==> src/rtl/mul_err_profiler.sv <==
// Exhaustive error profiler for approximate multipliers: sweeps every operand
// pair, aligns each product with its operands and accumulates error statistics.
module mul_err_profiler #(
    parameter int WIDTH       = 8,
    parameter int MUL_LATENCY = 1
) (
    input  logic                 clk,
    input  logic                 rst,
    input  logic                 start,
    output logic                 busy,
    output logic                 done,
    output logic [WIDTH-1:0]     mul_in1,
    output logic [WIDTH-1:0]     mul_in2,
    input  logic [2*WIDTH-2:0]   mul_out,
    input  logic                 mul_overflow,
    output logic [2*WIDTH:0]     err_count,
    output logic [4*WIDTH-1:0]   err_sum,
    output logic [2*WIDTH-1:0]   err_max,
    output logic [WIDTH-1:0]     worst_in1,
    output logic [WIDTH-1:0]     worst_in2
);
    localparam int PW = 2 * WIDTH;

    typedef enum logic [1:0] {S_IDLE, S_RUN, S_DRAIN, S_DONE} state_t;

    state_t             r_state, w_next;
    logic [PW-1:0]      r_idx;
    logic [2:0]         r_dcnt;
    logic               r_busy, r_done;

    // Stage 0 of the delay line doubles as the registered operand outputs.
    logic               r_vld [MUL_LATENCY];
    logic [WIDTH-1:0]   r_d1  [MUL_LATENCY];
    logic [WIDTH-1:0]   r_d2  [MUL_LATENCY];

    logic [PW:0]        r_cnt;
    logic [4*WIDTH-1:0] r_sum;
    logic [PW-1:0]      r_max;
    logic [WIDTH-1:0]   r_w1, r_w2;

    logic               w_accept, w_last, w_drain_end, w_vs;
    logic [WIDTH-1:0]   w_a1, w_a2;
    logic [PW-1:0]      w_exact, w_approx, w_err;

    assign w_accept    = (r_state == S_IDLE) && start;
    assign w_last      = &r_idx;
    assign w_drain_end = (r_dcnt == 3'(MUL_LATENCY - 1));

    always_ff @(posedge clk) begin
        if (rst) r_state <= S_IDLE;
        else     r_state <= w_next;
    end

    always_comb begin
        w_next = r_state;
        case (r_state)
            S_IDLE:  if (start)       w_next = S_RUN;
            S_RUN:   if (w_last)      w_next = S_DRAIN;
            S_DRAIN: if (w_drain_end) w_next = S_DONE;
            S_DONE:                   w_next = S_IDLE;
            default:                  w_next = S_IDLE;
        endcase
    end

    always_ff @(posedge clk) begin
        if (rst) begin
            r_idx  <= '0;
            r_dcnt <= '0;
        end else begin
            if (w_accept)               r_idx <= '0;
            else if (r_state == S_RUN)  r_idx <= r_idx + {{(PW-1){1'b0}}, 1'b1};
            if (r_state == S_DRAIN)     r_dcnt <= r_dcnt + 3'd1;
            else                        r_dcnt <= '0;
        end
    end

    always_ff @(posedge clk) begin
        if (rst) begin
            r_busy <= 1'b0;
            r_done <= 1'b0;
            for (int j = 0; j < MUL_LATENCY; j++) begin
                r_vld[j] <= 1'b0;
                r_d1[j]  <= '0;
                r_d2[j]  <= '0;
            end
        end else begin
            r_busy   <= (r_state == S_RUN) || (r_state == S_DRAIN);
            r_done   <= (r_state == S_DONE);
            r_vld[0] <= (r_state == S_RUN);
            r_d1[0]  <= (r_state == S_RUN) ? r_idx[WIDTH-1:0]  : '0;
            r_d2[0]  <= (r_state == S_RUN) ? r_idx[PW-1:WIDTH] : '0;
            for (int j = 1; j < MUL_LATENCY; j++) begin
                r_vld[j] <= r_vld[j-1];
                r_d1[j]  <= r_d1[j-1];
                r_d2[j]  <= r_d2[j-1];
            end
        end
    end

    // The product sampled now belongs to the pair issued MUL_LATENCY-1 stages ago.
    assign w_vs     = r_vld[MUL_LATENCY-1];
    assign w_a1     = r_d1[MUL_LATENCY-1];
    assign w_a2     = r_d2[MUL_LATENCY-1];
    assign w_exact  = {{WIDTH{1'b0}}, w_a1} * {{WIDTH{1'b0}}, w_a2};
    assign w_approx = {mul_overflow, mul_out};
    assign w_err    = (w_approx > w_exact) ? (w_approx - w_exact) : (w_exact - w_approx);

    always_ff @(posedge clk) begin
        if (rst || w_accept) begin
            r_cnt <= '0;
            r_sum <= '0;
            r_max <= '0;
            r_w1  <= '0;
            r_w2  <= '0;
        end else if (w_vs) begin
            if (w_err != '0) r_cnt <= r_cnt + {{PW{1'b0}}, 1'b1};
            r_sum <= r_sum + {{(4*WIDTH-PW){1'b0}}, w_err};
            if (w_err > r_max) begin
                r_max <= w_err;
                r_w1  <= w_a1;
                r_w2  <= w_a2;
            end
        end
    end

    assign busy      = r_busy;
    assign done      = r_done;
    assign mul_in1   = r_d1[0];
    assign mul_in2   = r_d2[0];
    assign err_count = r_cnt;
    assign err_sum   = r_sum;
    assign err_max   = r_max;
    assign worst_in1 = r_w1;
    assign worst_in2 = r_w2;
endmodule

==> config.mk <==
export PLATFORM = sky130hd
export DESIGN_NAME = mul_err_profiler
export DESIGN_NICKNAME = d
export VERILOG_FILES = /design/src/rtl/mul_err_profiler.sv
export SDC_FILE = /design/constraint.sdc
export NUM_CORES = 1
export LEC_CHECK = 0
export BUFFER_PORTS_ARGS = -buffer_cell sky130_fd_sc_hd__buf_2
export CORE_MARGIN = 2
export CORE_UTILIZATION = 40
export CTS_BUF_LIST = sky130_fd_sc_hd__clkbuf_16
export CTS_CLUSTER_DIAMETER = 60
export DETAILED_ROUTE_END_ITERATION = 12
export GPL_TIMING_DRIVEN = 0
export PLACE_DENSITY = 0.57
export SETUP_SLACK_MARGIN = 0.1
export SYNTH_ARGS = -nofsm -noshare
export SYNTH_HDL_FRONTEND = slang
export SYNTH_SLANG_ARGS = --single-unit
==> constraint.sdc <==
create_clock -name clk -period 8.32 [get_ports clk]
set_input_delay 0.416 -clock clk [delete_from_list [all_inputs] [get_ports clk]]
set_output_delay 0.416 -clock clk [all_outputs]
set_load 0.02 [all_outputs]
Yosys cells after proc, flatten, opt, wreduce, memory -nomap -nowiden
Memory sizes are Yosys's and may differ from the RTL's.
Cells that the tools add are included.
{"block": "word_totals", "reg_bits": 104, "latch_bits": 0, "mem_bits_rw": 17, "romBits": 0, "in_bits": 19, "out_inout_bits": 99, "word_cells": 60, "n_memories": 3}
{"memory": "r_d1", "words": 1, "word_bits": 8, "rd": 1, "rd_clocked_by_memory_dff": 0, "wr": 1, "line_no": "33", "text": "logic [WIDTH-1:0] r_d1 [MUL_LATENCY];"}
{"memory": "r_d2", "words": 1, "word_bits": 8, "rd": 1, "rd_clocked_by_memory_dff": 0, "wr": 1, "line_no": "34", "text": "logic [WIDTH-1:0] r_d2 [MUL_LATENCY];"}
{"memory": "r_vld", "words": 1, "word_bits": 1, "rd": 1, "rd_clocked_by_memory_dff": 0, "wr": 1, "line_no": "32", "text": "logic r_vld [MUL_LATENCY];"}
{"block": "op_classes", "n_addsub": 6, "mul": 1, "n_div": 0, "order_cmp": 2, "n_eq_ne": 6, "shift": 0, "muxes": 16, "bitwise_logic": 1, "reduce_logical": 15}
{"op": "$add 32x16->32", "count": 1}
{"op": "$gt 16x16->1", "count": 2}
{"op": "$mux 8", "count": 4}
{"op": "$sub 16x16->16", "count": 2}
{"op": "$add 17x1->17 const B", "count": 1}
{"op": "$add 16x1->16 const B", "count": 1}
{"op": "$mul 8x8->16", "count": 1}
{"op": "$mux 16", "count": 1}
{"op": "$reduce_and 16->1", "count": 1}
{"op": "$reduce_bool 16->1", "count": 1}
{"op": "$reduce_or 8->1", "count": 2}
{"op": "$pmux 2 s4", "count": 1}
{"op": "$mux 1", "count": 7}
{"op": "$mux 2", "count": 3}
{"op": "$ne 2x2->1 const B", "count": 3}
{"op": "$eq 2x2->1 const B", "count": 2}
{"op": "$reduce_and 2->1", "count": 2}
{"op": "$reduce_or 2->1", "count": 2}
{"op": "$add 3x1->3 const B", "count": 1}
{"op": "$logic_not 3->1", "count": 1}
{"op": "$reduce_and 3->1", "count": 1}
{"op": "$eq 2x1->1 const B", "count": 1}
{"op": "$logic_not 2->1", "count": 1}
{"op": "$logic_or 1x1->1", "count": 2}
{"op": "other kinds (3)", "count": 3}

Depth between registers and ports, before layout
{"block": "logic_depth", "depth_word": 5, "ltp_mapped": 42, "depth_no_buf": 38}

Worst setup path before layout
Ideal clock, no wire load.
{"block": "synth_timing", "kind": "register to register", "startpoint": "mem r_d1[0][0]", "endpoint": "reg r_max[12] (netlist: err_max[12])", "setup_ps": 128, "arrival_ps": 8800, "required_time_ps": 8192, "setup_slack_ps": -607, "path_stages_with_launch": 41, "n_path_buf": 4, "period_less_slack_ps": 8927, "cell_sequence": "dfxtp_1 -> nand2_1 -> fa_1 -> fa_1 -> inv_1 -> fa_1 -> inv_1 -> fa_1 -> inv_1 -> ha_1 -> inv_1 -> o21bai_1 -> a21oi_1 -> o21bai_1 -> a21oi_1 -> o21bai_1 -> a2111oi_0 -> nor3_1 -> [... 5 more ...] -> a211oi_2 -> nor2_2 -> o21ai_2 -> mux2i_1 -> xnor2_1 -> ha_1 -> a21o_1 -> a21o_1 -> a21o_1 -> a21o_1 -> a21oi_1 -> o21ai_0 -> nor2_1 -> a211o_1 -> clkbuf_1 -> buf_1 -> mux2i_1 -> nor2_1"}
{"item": "start, declared", "line_no": "33"}
{"item": "end signal, assigned", "line_no": "119", "text": "r_max <= w_err;"}
{"item": "end, declared", "line_no": "38", "text": "logic [PW-1:0] r_max;"}

==> results.md <==
* Synthesized flop and latch total at 121
* Hold Fails Final Rpt at 0
* XOR/XNOR share of the synthesized area at 5.68%
* Layout cells sized above 1 at 28.5%
* Largest fanout on the critical path at 6
* TNS Setup at 0 ps
* Synth Instances at 1,178
* Status: completed
* Net Sw Power at 0.000701 W
* DP Cell Count at 1,619
* Top Ports at 118
* RSZ-0062 raised after global routing: yes
* Seq pwr share at 31.2%
* GR Overflow Total at 0
* Num Clock Sinks at 121
* Worst-case reg-to-reg path depth at 41
* Detail Placement HPWL at 19,900 um
* Worst slew pin tran at 1060 ps
* Final std cells w/o fill at 1,732
* Core footprint at 24,200 um^2
* Largest family of logic cells by synthesized area: adder cells
* Synth Area per Inst at 8.38 um^2
* Clock transition at path regs at 60 ps
* Setup CP Type: flop to flop
* Max Freq at 123 MHz
* I/O Buffers at 117
* Largest net degree at the start of global routing at 17
* Cell Pwr Density at 156 nW/um^2
* DRC at 0
* Period utilisation layout at 97.6%
* Die area at 26,000 um^2
* Routed WL per cell at 16.5 um
* Final Skew at 12.6 ps
* First-pass GRT wire length at 43,900 um
* Clk buf depth at 2
* Detailed Route Iter0 Violations at 394
* Post-synthesis compound-gate area fraction at 16.1%
* Comb power frac at 33.3%
* Area delta synth->final at 32.6%
* Number of global-route vias before repair at 8,544
* CTS Root Buffer Type: clkbuf_16
* Final setup vio count at 0
* Tot GR Track Use at 21.0%
* Die Wd at 161 um
* Most used flip-flop cell after synthesis: dfxtp_1
* Synth Area in Adders at 21.7%
* TritonRoute pass-1 iters at 5
* Vias at 9,015
* Global placement routability congestion at 0.831
* Peak per-stage delay on the critical path at 560 ps
* Critical Path AT at 8410 ps
* CTS Buf Count at 17
* TritonCTS clock tree: built
* Most common cell after layout, fill and taps aside: buf_2
* Remaining antenna violation count at 0
* Register area at 2470 um^2
* Post-synthesis sequential area ratio at 24.5%
* Internal at 0.00134 W
* Slew Viols, Final at 0
* Nets at 1,562
* Worst R2R Setup Slack at 200 ps
* Clock period minus worst slack at 8120 ps
* Hold Slack at 279 ps
* Part of the power in the clock network at 35.5%
* Hold_sp: rst
* Setup WS pre-CTS at -1140 ps
* Num rows at 57
* Antenna Cells at 0
* Syn Nets at 1,345
* VDD IR max at 0.123 mV
* HP Class: input port to flop
* Initial Util at 40.7%
* MaxCap Viol Count at 0
* CP max stage cell: fa_1
* Die Height at 161 um
* Distinct cell type count after synthesis at 65
* Final critical-path setup slack at 203 ps
* Critical path startpoint: r_d1[0][4]
* Initial antenna violation count at 0
* Worst skew pair latency at 420 ps
* Synthesized cell area at 9870 um^2
* Yosys warnings at 0
* Critical path buffer and inverter count at 9
* # fillers at 2,319
* Hold path depth at 2
* Switching part of the total at 34.4%
* Post-synthesis simple-gate area fraction at 21.6%
* Worst Hold End: busy
* Top Family by Delay on Critical Path: adder cells
* WP data required at 8610 ps
* Multiplexer share of the synthesized area at 4.06%
* Worst r2r src: r_d1[0][4]
* Routed wire length at 28,500 um
* Most frequent cells in the layout: buf_2 (123), nor2_1 (113), inv_1 (113)
* Area of the multi-input gates at 7590 um^2
* Slew headroom at 28.9%
* H-tree levels at 4
* Async S/R FF share, synth at 0%
* Via density at 5.20
* Worst setup EP type: flop
* Post-cts hold buffer count at 0
* Leakage dissipation at 5.93 nW
* Startpoint Class: flop
* EDFF count, synth at 0
* R2r endpoint: err_max[1]
[state kept, by name (all words and copies together) (netlist names)]
signal and count:
err_sum 32, err_count 17, err_max 16, r_idx 16
r_d1 8, r_d2 8, worst_in1 8, worst_in2 8
r_dcnt 3, r_state 2, busy 1, done 1
r_vld 1
[layout make-up]
| type | count | share of cell area [%] |
|---|---|---|
| Buffer | 38 | 2.07 |
| Clock buffer | 17 | 3.25 |
| Clock inverter | 15 | 1.17 |
| Inverter | 120 | 3.46 |
| Multi-Input combinational cell | 900 | 58.0 |
| Sequential cell | 121 | 18.9 |
| Tap cell | 324 | 3.10 |
| Timing Repair Buffer | 197 | 10.1 |
[cells by family after synthesis]
logic type               Yosys count
flip-flops                       121
XOR/XNOR                          64
buffers and inverters            158
AND/OR/NAND/NOR                  418
AO/OA/AOI/OAI                    229
multiplexers                      40
adder cells (fa/ha/maj)          148
[worst max path at each step]
stage / to / slack (ps) / cells past startpoint
final: err_max[1] / 200 / 41
after global routing: err_max[1] / -130 / 41
after CTS: err_sum[31] / 110 / 38
after detailed placement: err_max[6] / -1140 / 39
after global placement: err_max[2] / -1120 / 39
after floorplan: err_max[12] / 100 / 40
[power groups by stage]
stage | combinational (W) | clock, W | sequential, W
after floorplan | 0.000342 | 0 | 0.000670
after global placement | 0.000504 | 0 | 0.000650
after detailed placement | 0.000504 | 0 | 0.000650
after CTS | 0.000566 | 0.000734 | 0.000634
after global routing | 0.000738 | 0.000765 | 0.000639
final | 0.000679 | 0.000723 | 0.000635
[cells in the mapped netlist (4+ instances only)]
master | n | share of area, %
xnor2_1 | 44 | 3.9
nand2b_1 | 12 | 0.76
o21bai_1 | 8 | 0.61
o21ai_2 | 6 | 0.53
nand3_1 | 21 | 1.1
a211oi_1 | 21 | 1.6
nand4_1 | 25 | 1.6
o41ai_1 | 5 | 0.44
xor2_1 | 20 | 1.8
or4_1 | 5 | 0.38
nand2_1 | 75 | 2.9
o21ai_0 | 29 | 1.5
a21boi_0 | 7 | 0.53
inv_1 | 120 | 4.6
dfxtp_1 | 121 | 25
o21ai_1 | 6 | 0.30
or3_1 | 11 | 0.70
o211ai_1 | 12 | 0.91
clkbuf_1 | 22 | 0.84
and2_1 | 76 | 4.8
buf_2 | 8 | 0.41
nor3_1 | 23 | 1.2
a2111oi_0 | 5 | 0.44
a21oi_2 | 9 | 0.80
ha_1 | 109 | 14
a21o_1 | 13 | 0.99
and3_1 | 11 | 0.70
mux2i_1 | 40 | 4.1
and4_1 | 7 | 0.62
nor2_1 | 119 | 4.5
a21oi_1 | 54 | 2.7
buf_1 | 5 | 0.19
nor2b_1 | 15 | 0.95
fa_1 | 39 | 7.9
a211o_1 | 6 | 0.53
o21a_1 | 21 | 1.6
or2_2 | 4 | 0.25
[per-layer routing]
metal | GRT usage [%] | vias to the layer above | share of wire, %
met5 | 0 | - | 0
met4 | 6.94 | 0 | 2.7
met3 | 4.31 | 45 | 5.1
met2 | 34.3 | 194 | 47
met1 | 27.9 | 4274 | 46
li1 | - | 4502 | -
[through the flow]
stage          cell area, um^2  utilization, %  power (W)
2_1_floorplan             9930               -    0.00101
3_3_place_gp             10900            45.0    0.00115
3_5_place_dp             10900            45.0    0.00115
4_1_cts                  12300            50.6    0.00193
5_1_grt                  13100            54.0    0.00214
6_report                 13100            54.0    0.00204
[what timing repair did]
action,4_1_cts,5_1_grt
pin swaps,45,94
gates resized for setup,88,119
setup endpoints to repair,74,71
buffers inserted,53,23
gates cloned,1,4
Power figures use the tool's default switching activity.
